**config.mk**
```make
export PLATFORM = sky130hd
export DESIGN_NAME = rom_byte_streamer
export DESIGN_NICKNAME = d
export VERILOG_FILES = /design/src/rtl/rom_byte_streamer.sv
export SDC_FILE = /design/constraint.sdc
export NUM_CORES = 1
export LEC_CHECK = 0
export ABC_AREA = 1
export ABC_CLOCK_PERIOD_IN_PS = 4000
export BUFFER_PORTS_ARGS = -buffer_cell sky130_fd_sc_hd__buf_2
export CAP_MARGIN = 20
export CORE_MARGIN = 2
export CORE_UTILIZATION = 44
export DETAILED_ROUTE_END_ITERATION = 6
export PLACE_DENSITY = 0.79
export SLEW_MARGIN = 20
export SYNTH_ARGS = -nofsm -noshare
export SYNTH_HDL_FRONTEND = slang
export SYNTH_SLANG_ARGS = --single-unit
```
**constraint.sdc**
```tcl
create_clock -name clk -period 4 [get_ports clk]
set_input_delay 0.4 -clock clk [delete_from_list [all_inputs] [get_ports clk]]
set_output_delay 0.4 -clock clk [all_outputs]
set_load 0.05 [all_outputs]
```
**src/rtl/rom_byte_streamer.sv**
```systemverilog
// Streams a range of 16-bit table-ROM words as bytes (high byte first) on a valid/ready port.
// Optional build macro ROM_SELFTEST_EN adds a sticky selftest_err check against the identity table.
module rom_byte_streamer #(
  parameter int ADDR_W = 7,
  parameter int CNT_W  = 8
) (
  input  logic              clk,
  input  logic              rst_n,
  input  logic              start,
  input  logic [ADDR_W-1:0] first_addr,
  input  logic [CNT_W-1:0]  num_words,
  output logic              busy,
  output logic              done,
  output logic [ADDR_W-1:0] rom_addr,
  input  logic [15:0]       rom_dout,
  output logic              m_valid,
  output logic [7:0]        m_data,
  output logic              m_last,
  input  logic              m_ready,
`ifdef ROM_SELFTEST_EN
  output logic              selftest_err,
`endif
  output logic [2:0]        dbg_state
);

  // Byte stream: a byte moves when m_valid && m_ready at a rising edge; once m_valid
  // is high, m_data/m_last/rom_addr hold until that handshake.
  typedef enum logic [2:0] {S_IDLE, S_WAIT, S_LOAD, S_HI, S_LO} state_t;

  state_t              r_state, w_state_nxt;
  logic [ADDR_W-1:0]   r_rom_addr, w_rom_addr_nxt;
  logic [15:0]         r_word_q, w_word_q_nxt;
  logic [CNT_W-1:0]    r_remaining, w_remaining_nxt;
  logic                r_busy, w_busy_nxt;
  logic                r_done, w_done_nxt;
  logic                w_capture;

  always_ff @(posedge clk or negedge rst_n) begin
    if (!rst_n) begin
      r_state     <= S_IDLE;
      r_rom_addr  <= '0;
      r_word_q    <= '0;
      r_remaining <= '0;
      r_busy      <= 1'b0;
      r_done      <= 1'b0;
    end else begin
      r_state     <= w_state_nxt;
      r_rom_addr  <= w_rom_addr_nxt;
      r_word_q    <= w_word_q_nxt;
      r_remaining <= w_remaining_nxt;
      r_busy      <= w_busy_nxt;
      r_done      <= w_done_nxt;
    end
  end

  always_comb begin
    w_state_nxt     = r_state;
    w_rom_addr_nxt  = r_rom_addr;
    w_word_q_nxt    = r_word_q;
    w_remaining_nxt = r_remaining;
    w_busy_nxt      = r_busy;
    w_done_nxt      = 1'b0;
    w_capture       = 1'b0;
    case (r_state)
      S_IDLE: begin
        if (start) begin
          if (num_words != '0) begin
            w_rom_addr_nxt  = first_addr;
            w_remaining_nxt = num_words - CNT_W'(1);
            w_busy_nxt      = 1'b1;
            w_state_nxt     = S_WAIT;
          end else begin
            w_done_nxt = 1'b1;
          end
        end
      end
      S_WAIT: w_state_nxt = S_LOAD;
      S_LOAD: begin
        w_word_q_nxt = rom_dout;
        w_capture    = 1'b1;
        if (r_remaining != '0) w_rom_addr_nxt = r_rom_addr + ADDR_W'(1);
        w_state_nxt  = S_HI;
      end
      S_HI: begin
        if (m_ready) w_state_nxt = S_LO;
      end
      S_LO: begin
        if (m_ready) begin
          if (r_remaining == '0) begin
            w_busy_nxt  = 1'b0;
            w_done_nxt  = 1'b1;
            w_state_nxt = S_IDLE;
          end else begin
            // The next word's address was issued at least two edges ago, so rom_dout is settled.
            w_word_q_nxt    = rom_dout;
            w_capture       = 1'b1;
            w_remaining_nxt = r_remaining - CNT_W'(1);
            if (r_remaining != CNT_W'(1)) w_rom_addr_nxt = r_rom_addr + ADDR_W'(1);
            w_state_nxt     = S_HI;
          end
        end
      end
      default: w_state_nxt = S_IDLE;
    endcase
  end

  always_comb begin
    m_data = 8'h00;
    case (r_state)
      S_HI:    m_data = r_word_q[15:8];
      S_LO:    m_data = r_word_q[7:0];
      default: m_data = 8'h00;
    endcase
  end

  assign m_valid   = (r_state == S_HI) || (r_state == S_LO);
  assign m_last    = (r_state == S_LO) && (r_remaining == '0);
  assign busy      = r_busy;
  assign done      = r_done;
  assign rom_addr  = r_rom_addr;
  assign dbg_state = r_state;

`ifdef ROM_SELFTEST_EN
  // Every captured word was read from the current rom_addr; expected content is {2a, 2a+1}.
  logic [7:0] w_exp_hi;
  logic       r_selftest_err;
  assign w_exp_hi = 8'({r_rom_addr, 1'b0});

  always_ff @(posedge clk or negedge rst_n) begin
    if (!rst_n) begin
      r_selftest_err <= 1'b0;
    end else if ((r_state == S_IDLE) && start) begin
      r_selftest_err <= 1'b0;
    end else if (w_capture && (rom_dout != {w_exp_hi, w_exp_hi + 8'd1})) begin
      r_selftest_err <= 1'b1;
    end
  end

  assign selftest_err = r_selftest_err;
`endif

endmodule

```
# Word level (Yosys, flattened, before mapping)

Index checks and enable logic that the tools add are counted.

Register bits after elaboration: 36
Output and inout bits: 22

$add $sub $neg: 3
Equality and inequality tests: 13
Multiplexer cells: 32
Reduce and logical (&&, ||, !) cells: 14

Operators with widths:

| cell                                                | count |
|---|---|
| two-way mux 7 bit                                   | 6 |
| two-way mux 16 bit                                  | 2 |
| two-way mux 8 bit                                   | 4 |
| case mux 16 bit (2 select lines)                    | 1 |
| case mux 8 bit (2 select lines)                     | 2 |
| case mux 7 bit (3 select lines)                     | 1 |
| != test 2 bit, second input constant                | 8 |
| nonzero test 8 bit                                  | 2 |
| subtractor 8 x 1 -> 8 bit, second input constant    | 2 |
| case mux 3 bit (5 select lines)                     | 1 |
| two-way mux 3 bit                                   | 4 |
| AND reduction 5 bit                                 | 2 |
| logical NOT 8 bit                                   | 1 |
| two-way mux 1 bit                                   | 8 |
| != test 8 x 1 -> 1 bit, second input constant       | 1 |
| adder 7 x 1 -> 7 bit, second input constant         | 1 |
| AND reduction 7 bit                                 | 1 |
| equality test 3 x 2 -> 1 bit, second input constant | 2 |
| case mux 1 bit (2 select lines)                     | 2 |
| AND reduction 4 bit                                 | 1 |
| nonzero test 2 bit                                  | 2 |
| equality test 3 x 1 -> 1 bit, second input constant | 1 |
| equality test 3 bit, second input constant          | 1 |
| logical NOT 3 bit                                   | 1 |
| 5 further kinds                                     | 5 |

# Depth between registers and ports, before layout

Gate-level depths: netlist of run 1.

Depth in word-level cells: 5
Depth in mapped cells: 11

# Worst setup path before layout of run 1

No wires, ideal clock.

Path type: register -> output
From: reg r_state[1], in the netlist dbg_state[1]
To: out m_data[2]
Arrival time: 2.120 ns
Setup slack: 1.480 ns
Cell stages (with the launch flop): 5
Path buffers: 0
Cell sequence: dfrtp_1 > inv_1 > nor3_2 > inv_1 > o22ai_1

Longest elaborated chain between the ends: 2
Elaborated cells on any way between the ends: 3

RTL lines:

| item                                                                | line | RTL |
|---|---|---|
| from (decl)                                                         | 30   | `state_t r_state, w_state_nxt;` |
| from (signal assigned)                                              | 47   | `r_state <= w_state_nxt;` |
| equality test 3 bit or equality test 3 x 2 -> 1 bit (tied branches) | 109  | `case (r_state)` |
| case mux 8 bit (2 select lines) *                                   | 109  |  |
| to (decl)                                                           | 17   | `output logic [7:0] m_data,` |

Mark *: on every way between the ends. The rest lies on a longest branch, timed or not.

# Worst setup path in the final report of run 1

Same ends and word-level chain as after synthesis.

==> metrics.yaml, run 1 <==
run_status:
  outcome: "complete, no violations"
logic_synthesis:
  avgSynthCellArea_um2: 6.88
  synth-compound-area-share: 0.104
  yosys.area_share.simple: 0.360
  seq_area_frac_synth: 0.404
  syn_inst: 324
  synthXorXnorAreaFrac: 0.0118
  syn-cell-area_mm2: 0.00223
  yosys_warnings: 0
  synthAdderAreaFrac: 0.0224
  synth_nets: 363
  synth_top_family_by_area: "simple AND/OR/NAND/NOR gates"
  synth_seq_cells: 36
  synth.distinct_cells: 27
  yosys-mux-area-fraction: 0.00449
worst_setup_path:
  critPathLaunchType: "flop"
  crit_required_ps: 3600
  cp.arrival_ps: 2000
  r2r-start: "dbg_state[1]"
  r2r_cells: 5
  critPathKind: "flop to primary output"
  cp-startpoint: "dbg_state[1]"
  r2r_slack_ps: 1800
  cp-end-kind: "primary output"
  crit_end: "m_data[2]"
  worstReg2RegEnd: "r_word_q[6]"
  critPathMaxFanout: 10
sta:
  setup_ws_ps: 1600
  fin_crit_ps: 2400
  setup_tns_ps: 0
  fin_crit_sh: 0.600
  hold_viol: 0
  finalSetupViolations: 0
  slew_viol_final: 0
  relSlewSlack: 0.458
  worst_slew_pin_slew_ps: 814
  rsz0062_at_grt: "no"
  max_freq_ghz: 0.417
  clock_skew_ps: 8.43
place:
  hpwl_um: 3980
  dp_cells: 441
  post-place-ws_ps: 1790
  gp_congestion: 0.895
  io_buffers: 56
floorplan:
  die_h_um: 75.2
  die-area_mm2: 0.00565
  die_w_um: 75.2
  coreArea_mm2: 0.00482
  start_util: 0.463
  io_pins: 57
  rows: 25
route:
  wl_per_cell_um: 11.8
  drc_errors: 0
  finalWirelength_um: 5290
  drtPass1Iterations: 4
  vias: 2228
  drtIter0Drc: 204
  routed_via_density: 4.96
  drtAntennaViolNets: 0
grt:
  grt_max_degree: 37
  grt.overflow.total: 0
  antenna_found_initial: 0
  grt_usage: 0.210
  grt_pass1_wl_um: 9180
  grt_pass1_vias: 2097
clock_network:
  holdBufCountCts: 0
  clock_latency_ps: 290
  clkSinkCount: 36
  cts_tree: "done"
  post_cts_resized: 0
  cts_buffer_depth: 2
  h-tree-depth: 2
  cts-root-buf: "clkbuf_8"
  post_cts_buffers: 0
  numCtsBuffers: 5
  clk_pin_slew_worst_paths_ps: 80
finish:
  final_layout_size_suffix_gt1_frac: 0.196
  nets: 420
  fin_cells: 449
  fin_util: 0.552
  fill_cells: 480
  antenna_cells: 0
  area_delta_synth_final_pct: 19.2
worst_hold_path:
  hp-class: "input pin to async pin"
power_and_ir_drop:
  ir_worst_vdd_mv: 0.366
  powerDensity_mw_per_mm2: 814
  leakage_uw: 0.00154
  power.total_uw: 2170
job:
  drv_cap: 0
## Yosys cell counts (all sizes together)
cell / count / area share
nand3: 38 / 0.090
nor3: 3 / 0.0090
inv: 48 / 0.081
ha: 4 / 0.022
nand3b: 1 / 0.0034
clkbuf: 1 / 0.0017
a21oi: 6 / 0.013
mux2i: 1 / 0.0045
nand4: 1 / 0.0028
o21bai: 2 / 0.0067
a22o: 7 / 0.027
nand2: 118 / 0.20
a21boi: 1 / 0.0034
dfrtp: 36 / 0.40
o21ai: 21 / 0.047
nor2: 25 / 0.052
xnor2: 3 / 0.012
buf: 5 / 0.011
and2: 1 / 0.0028
o22ai: 2 / 0.0056
## kinds of logic after synthesis
family	after synthesis
mux	1
fa+ha+maj	4
simple gates	187
xor+xnor	3
buf+inv	54
flops	36
compound gates	39
## per-layer routing
layer	up-vias	global-route usage	routed length [µm]
met3	6	0.0469	380
met2	86	0.334	2440
met5	-	0	0
li1	1131	-	-
met1	1005	0.281	2400
met4	0	0.0799	76
## flip-flops by register name, summed over array words and instances, names as in the netlist
name         count
r_word_q        16
r_remaining      8
rom_addr         7
dbg_state        3
busy             1
done             1
## worst max-delay path: stages (launching register included)
cell     delay (ps)
dfrtp_1         460
inv_1           100
nor3_2          570
inv_1           130
o22ai_1         150
buf_2           300
## cell type report
cell class              count  area, µm²  area share
inverters                  48        180      0.0678
repair buffers             56        280       0.105
clock inverters             1       7.51     0.00282
clock buffers               7       86.3      0.0325
well taps                  67       83.8      0.0315
flip-flops and latches     36        901       0.339
multi-input cells         234       1120       0.421
## worst min-delay path by stage
stage	startpoint	to	slack (ps)
after floorplan	rst_n	busy	100
after global placement	r_remaining[1]	r_remaining[1]	470
after detailed placement	r_word_q[15]	r_word_q[15]	470
after CTS	rst_n	rom_addr[6]	220
after global routing	rst_n	r_remaining[5]	280
final	rst_n	rom_addr[6]	200
## where the power goes
group          switching (µW)  internal [µW]  leakage [µW]
Combinational             863            347       0.00105
Sequential                149            537      0.000446
Clock                     129            140     0.0000445
Total                    1140           1020       0.00154
## stage by stage
| step | instance area [µm²] | hold slack, ps |
|---|---|---|
| after detailed placement | 2560 | 475 |
| final | 2660 | 199 |
| after global routing | 2660 | 276 |
| after CTS | 2660 | 221 |
| after floorplan | 2230 | 104 |
| after global placement | 2560 | 466 |
## cells in the final DEF (no fill, tap or decap), types with 2 or more instances in the layout
cell type / n
ha_1: 4
clkbuf_8: 6
o21ai_1: 2
nor3_1: 2
nand2_1: 117
dfrtp_1: 36
nor2_2: 3
o22ai_1: 2
nand3_1: 36
inv_1: 45
a22o_1: 7
o21bai_1: 2
nor2_4: 2
a21oi_1: 6
inv_2: 3
xnor2_1: 3
nand3_2: 2
buf_2: 56
o21ai_0: 19
nor2_1: 20
(Power assumes the default switching activity.)
==> run 2: changes to the inputs <==
--- a/config.mk
+++ b/config.mk
@@ -6,7 +6,7 @@
 export NUM_CORES = 1
 export LEC_CHECK = 0
 export ABC_AREA = 1
-export ABC_CLOCK_PERIOD_IN_PS = 4000
+export ABC_CLOCK_PERIOD_IN_PS = 2290
 export BUFFER_PORTS_ARGS = -buffer_cell sky130_fd_sc_hd__buf_2
 export CAP_MARGIN = 20
 export CORE_MARGIN = 2
==> constraint.sdc (replaced) <==
create_clock -name clk -period 2.29 [get_ports clk]
set_input_delay 0.229 -clock clk [delete_from_list [all_inputs] [get_ports clk]]
set_output_delay 0.229 -clock clk [all_outputs]
set_load 0.05 [all_outputs]
==> run 2 against run 1 <==
Effect of this change:
- sequential share of layout area fell by 0.36 points
- via count rose by 0.40%
- wire length fell by 1.2%
- cell count rose by 0.67%
- first-iteration DRC count fell by 35%
- register-to-register slack got worse by 1400 ps
- largest cell class unchanged
- global-route usage fell by 1.7 points
- worst setup slack got worse by 1400 ps
- hold slack got worse by 170 ps
- combinational power rose by 77%
==> metrics.yaml, run 2 (synthesis gave the netlist of run 1 again) <==
run_status:
  outcome: "complete, no violations"
power_and_ir_drop:
  powerDensity_mw_per_mm2: 1410  # +73%
  ir_worst_vdd_mv: 0.655  # +79%
  power.total_uw: 3790  # +75%
  leakage_uw: 0.00156  # +1.1%
clock_network:
  numCtsBuffers: 5  # unchanged
  clkSinkCount: 36  # unchanged
  post_cts_buffers: 0  # unchanged
  h-tree-depth: 2  # unchanged
  cts_buffer_depth: 2  # unchanged
  holdBufCountCts: 0  # unchanged
  cts-root-buf: "clkbuf_8"
  cts_tree: "done"
  clk_pin_slew_worst_paths_ps: 70  # about the same
  clock_latency_ps: 280  # about the same
  post_cts_resized: 0  # unchanged
worst_setup_path:
  r2r_cells: 7  # +2
  critPathKind: "flop to primary output"
  critPathLaunchType: "flop"
  cp.arrival_ps: 1870  # -130 ps
  r2r-start: "dbg_state[1]"
  critPathMaxFanout: 10  # unchanged
  worstReg2RegEnd: "r_remaining[1]"
  crit_required_ps: 2060  # -1540 ps
  r2r_slack_ps: 380  # -1420 ps
  cp-end-kind: "primary output"
place:
  place_area_mm2: 0.00259  # +1.1%
  io_buffers: 56  # unchanged
  post-place-ws_ps: 321  # -1470 ps
  hpwl_um: 3900  # -2.0%
  dp_cells: 444  # +0.68%
  gp_congestion: 0.876  # -2.1%
worst_hold_path:
  hp-class: "input pin to async pin"
route:
  finalWirelength_um: 5230  # -1.2%
  drc_errors: 0  # unchanged
  drtIter0Drc: 133  # -35%
  wl_per_cell_um: 11.6  # -1.9%
  drtAntennaViolNets: 0  # unchanged
  vias: 2237  # +0.40%
  drtPass1Iterations: 5  # +1
  routed_via_density: 4.95  # -0.26%
finish:
  final_layout_size_suffix_gt1_frac: 0.205  # +0.00886
  fill_cells: 499  # +4.0%
  area_delta_synth_final_pct: 20.5
  fin_cells: 452  # +0.67%
  multi_input_area_mm2: 0.00113  # +0.56%
  nets: 423  # +0.71%
  final_common_cell: "nand2_1"
  regArea_um2: 901  # unchanged
  final_cell_mix: "nand2_1 (117), buf_2 (56), inv_1 (45), nand3_1 (36), dfrtp_1 (36)"
  largest_reg_flops: 16  # unchanged
  final_cell_area_mm2: 0.00269  # +1.1%
  antenna_cells: 0  # unchanged
  top_register: "r_word_q"
sta:
  max_freq_ghz: 0.476
  slew_viol_final: 0  # unchanged
  setup_ws_ps: 191  # -1410 ps
  fin_crit_ps: 2100
  worst_slew_pin_slew_ps: 813  # -0.658 ps
  hold_viol: 0  # unchanged
  clock_skew_ps: 6.87  # -1.55 ps
  finalSetupViolations: 0  # unchanged
  relSlewSlack: 0.458  # about the same
  rsz0062_at_grt: "no"
  setup_tns_ps: 0  # unchanged
  fin_crit_sh: 0.917
floorplan:
  die-area_mm2: 0.00565  # unchanged
  die_h_um: 75.2  # unchanged
  rows: 25  # unchanged
  die_w_um: 75.2  # unchanged
  io_pins: 57  # unchanged
  start_util: 0.463  # unchanged
  coreArea_mm2: 0.00482  # unchanged
grt:
  grt_usage: 0.194  # -0.0166
  grt.overflow.total: 0  # unchanged
  grt_pass1_wl_um: 8540  # -7.0%
  grt_max_degree: 37  # unchanged
  antenna_found_initial: 0  # unchanged
  grt_pass1_vias: 2038  # -2.8%
job:
  drv_cap: 0  # unchanged
-- run 2: changes by cell type in the layout (fill, tap and decap cells not counted), sizes merged --
cell	previous run	this run
buf	56	59
-- run 2: layout make-up --
class,instances,area share
repair buffers,59,0.113
well taps,67,0.0312
clock inverters,1,0.00279
inverters,48,0.0670
multi-input cells,234,0.419
flip-flops and latches,36,0.335
clock buffers,7,0.0321
-- run 2: worst max-delay path, stage by stage (launching register included) --
cell	delay, ps
dfrtp_1	430
inv_1	130
nand2_1	140
nor2_4	270
buf_4	200
a22o_1	150
buf_2	260
-- run 2: worst max path at each step --
stage | startpoint | end | slack (ps) | cells after the start
after floorplan | dbg_state[1] | m_data[2] | 260 | 4
after global placement | num_words[0] | r_remaining[0] | 370 | 11
after detailed placement | num_words[0] | r_remaining[1] | 320 | 11
after CTS | dbg_state[0] | m_data[4] | 190 | 6
after global routing | dbg_state[0] | m_data[4] | 90 | 6
final | dbg_state[0] | m_data[4] | 190 | 6
-- run 2: stage by stage --
stage                util  hold slack, ps
detailed placement  0.538             371
CTS                 0.558            65.1
global placement    0.538             366
floorplan               -           -66.6
global route        0.558             101
finish              0.558            31.1
-- run 2: routing by layer --
layer  global-route usage  part of all wire  vias up  wire, µm
li1                     -                 -     1141         -
met1                0.238              0.45     1016      2360
met2                0.347              0.48       74      2510
met3               0.0321             0.053        6       276
met4               0.0604             0.015        0        79
met5                    0                 0        -         0
-- run 2: power breakdown --
group	leakage, µW	switching, µW	internal [µW]
clock	0.0000445	223	244
combinational	0.00107	1510	623
sequential	0.000446	248	937
total	0.00156	1990	1810
==> run 3: changes to the inputs <==
==> constraint.sdc (replaced) <==
create_clock -name clk -period 2.29 [get_ports clk]
set_input_delay 0.229 -clock clk [delete_from_list [all_inputs] [get_ports clk]]
set_output_delay 0.229 -clock clk [all_outputs]
set_load 0.005 [all_outputs]
==> run 3 against run 2 <==
Effect of this change:
- total power down 12%
- combinational power fell by 23%
- cell area about the same
- worst setup slack gained 210 ps
- sequential cell count did not move
- critical path depth up 2
- clock skew shrank 3.5 ps
==> metrics.yaml, run 3 (synthesis gave the netlist of run 1 again) <==
sta:
  relSlewSlack: 0.459  # +0.000619
  slew_viol_final: 0  # unchanged
  max_freq_ghz: 0.529  # +11%
  setup_tns_ps: 0  # unchanged
  fin_crit_ps: 1890  # -208 ps
  whs_ps: 20.1  # -11.0 ps
  rsz0062_at_grt: "no"
  fin_crit_sh: 0.826  # -0.0907
  finalSetupViolations: 0  # unchanged
  clock_skew_ps: 3.33  # -3.54 ps
  worst_slew_pin_slew_ps: 812  # -0.928 ps
  hold_viol: 0  # unchanged
worst_setup_path:
  critPathMaxFanout: 32  # +22
  cpMaxStageDelayCell: "nand3_2"
  critPathLaunchType: "flop"
  worstReg2RegEnd: "r_word_q[10]"
  r2r_slack_ps: 400  # +20 ps
  r2r-start: "r_remaining[0]"
  crit_required_ps: 2450  # +390 ps
  path_cells: "inv_1 -> ha_1 -> nand2_1 -> nor2_1 -> nand3_2 -> nand3_2 -> nor2_1 -> a21oi_1"
  critPathKind: "flop to flop"
  cp.arrival_ps: 2050  # +180 ps
  slowest_delay_ps: 420  # about the same
  cp-end-kind: "flop"
  r2r_cells: 8  # +1
floorplan:
  die_h_um: 75.2  # unchanged
  die-area_mm2: 0.00565  # unchanged
  io_pins: 57  # unchanged
  die_w_um: 75.2  # unchanged
  rows: 25  # unchanged
  start_util: 0.463  # unchanged
  coreArea_mm2: 0.00482  # unchanged
clock_network:
  clock_latency_ps: 290  # about the same
  cts_buffer_depth: 2  # unchanged
  holdBufCountCts: 0  # unchanged
  clk_pin_slew_worst_paths_ps: 70  # about the same
  cts-root-buf: "clkbuf_8"
  h-tree-depth: 2  # unchanged
  post_cts_resized: 0  # unchanged
  cts_tree: "done"
  numCtsBuffers: 5  # unchanged
  post_cts_buffers: 0  # unchanged
  clkSinkCount: 36  # unchanged
route:
  drc_errors: 0  # unchanged
  drtIter0Drc: 118  # -11%
  wl_met2_um: 2410  # -4.1%
  vias: 2248  # +0.49%
  highest_layer: "met4"
  drtAntennaViolNets: 0  # unchanged
  finalWirelength_um: 5310  # +1.5%
  wl_per_cell_um: 11.7  # +1.3%
  met1_length_um: 2560  # +8.7%
  drtPass1Iterations: 4  # -1
  routed_via_density: 4.96  # +0.27%
  met3_length_um: 284  # +2.9%
finish:
  final_common_cell: "nand2_1"
  fin_cells: 453  # +0.22%
  final_layout_size_suffix_gt1_frac: 0.205  # -0.000532
  largest_reg_flops: 16  # unchanged
  final_cell_mix: "nand2_1 (117), buf_2 (56), inv_1 (45), nand3_1 (36), dfrtp_1 (36)"
  top_register: "r_word_q"
  nets: 424  # +0.24%
  fill_cells: 496  # -0.60%
  antenna_cells: 0  # unchanged
  area_delta_synth_final_pct: 20.6  # about the same
power_and_ir_drop:
  power.share.sequential: 0.360  # +0.047
  net-switching-power_uw: 1520  # -24%
  ir_worst_vdd_mv: 0.548  # -16%
  combPwrFrac: 0.496  # -0.068
  p_clk_frac: 0.144  # +0.021
  powerDensity_mw_per_mm2: 1240  # -12%
  leakage_uw: 0.00156  # about the same
  power.total_uw: 3320  # -12%
  internal_power_uw: 1800  # about the same
  switching_share: 0.457  # -0.0671
place:
  gp_congestion: 0.911  # +4.0%
  io_buffers: 56  # unchanged
  hpwl_um: 3850  # -1.3%
  dp_cells: 445  # +0.23%
grt:
  grt_usage: 0.198  # +0.00470
  grt.overflow.total: 0  # unchanged
  grt_pass1_wl_um: 8520  # -0.16%
  antenna_found_initial: 0  # unchanged
  grt_max_degree: 37  # unchanged
  grt_pass1_vias: 1938  # -4.9%
job:
  drv_cap: 0  # unchanged
worst_hold_path:
  hp-class: "input pin to async pin"
run_status:
  outcome: "complete, no violations"
run 3: cell types whose count changed in the layout (fill, tap and decap cells not counted), sizes merged:
cell | previous run | this run
buf | 59 | 60
run 3: area by class of cell:
cell class | instances | area [µm²] | share of cell area
multi-input cells | 234 | 1120 | 0.416
flip-flops and latches | 36 | 901 | 0.335
repair buffers | 60 | 310 | 0.115
inverters | 48 | 180 | 0.0670
clock buffers | 7 | 86.3 | 0.0321
well taps | 67 | 83.8 | 0.0312
clock inverters | 1 | 7.51 | 0.00279
run 3: metrics by stage:
stage / setup WS (ps) / area, µm² / util
4_1_cts: 381 / 2690 / 0.558
2_1_floorplan: 773 / 2230 / -
3_3_place_gp: 381 / 2590 / 0.539
3_5_place_dp: 311 / 2590 / 0.539
5_1_grt: 158 / 2690 / 0.558
6_report: 399 / 2690 / 0.558
run 3: power by group through the flow:
stage / Combinational, µW / Sequential, µW / Clock (µW)
after global routing: 1880 / 1230 / 517
after floorplan: 1190 / 1150 / 0
after detailed placement: 1640 / 1190 / 0
after CTS: 1660 / 1190 / 493
after global placement: 1590 / 1190 / 0
final: 1650 / 1200 / 478
run 3: worst max-delay path: cells and delay by family (launching register included):
kind,cells,cell delay [ps]
AND/OR/NAND/NOR,5,960
flip-flops,1,390
adder cells (fa/ha/maj),1,270
buffers and inverters,1,70
AO/OA/AOI/OAI,1,60
run 3: metal layers:
| metal | vias up | GRT usage |
|---|---|---|
| met3 | 5 | 0.0402 |
| li1 | 1144 | - |
| met4 | 0 | 0.0565 |
| met2 | 60 | 0.319 |
| met1 | 1039 | 0.273 |
| met5 | - | 0 |
run 3: worst max path at each step:
| stage | from | to | slack [ps] | cells past startpoint |
|---|---|---|---|---|
| 5_1_grt | r_remaining[0] | r_word_q[9] | 160 | 7 |
| 6_report | r_remaining[0] | r_word_q[10] | 400 | 8 |
| 2_1_floorplan | r_remaining[0] | rom_addr[0] | 770 | 10 |
| 3_3_place_gp | num_words[0] | rom_addr[2] | 380 | 12 |
| 3_5_place_dp | num_words[0] | rom_addr[2] | 310 | 12 |
| 4_1_cts | r_remaining[0] | r_word_q[7] | 380 | 7 |
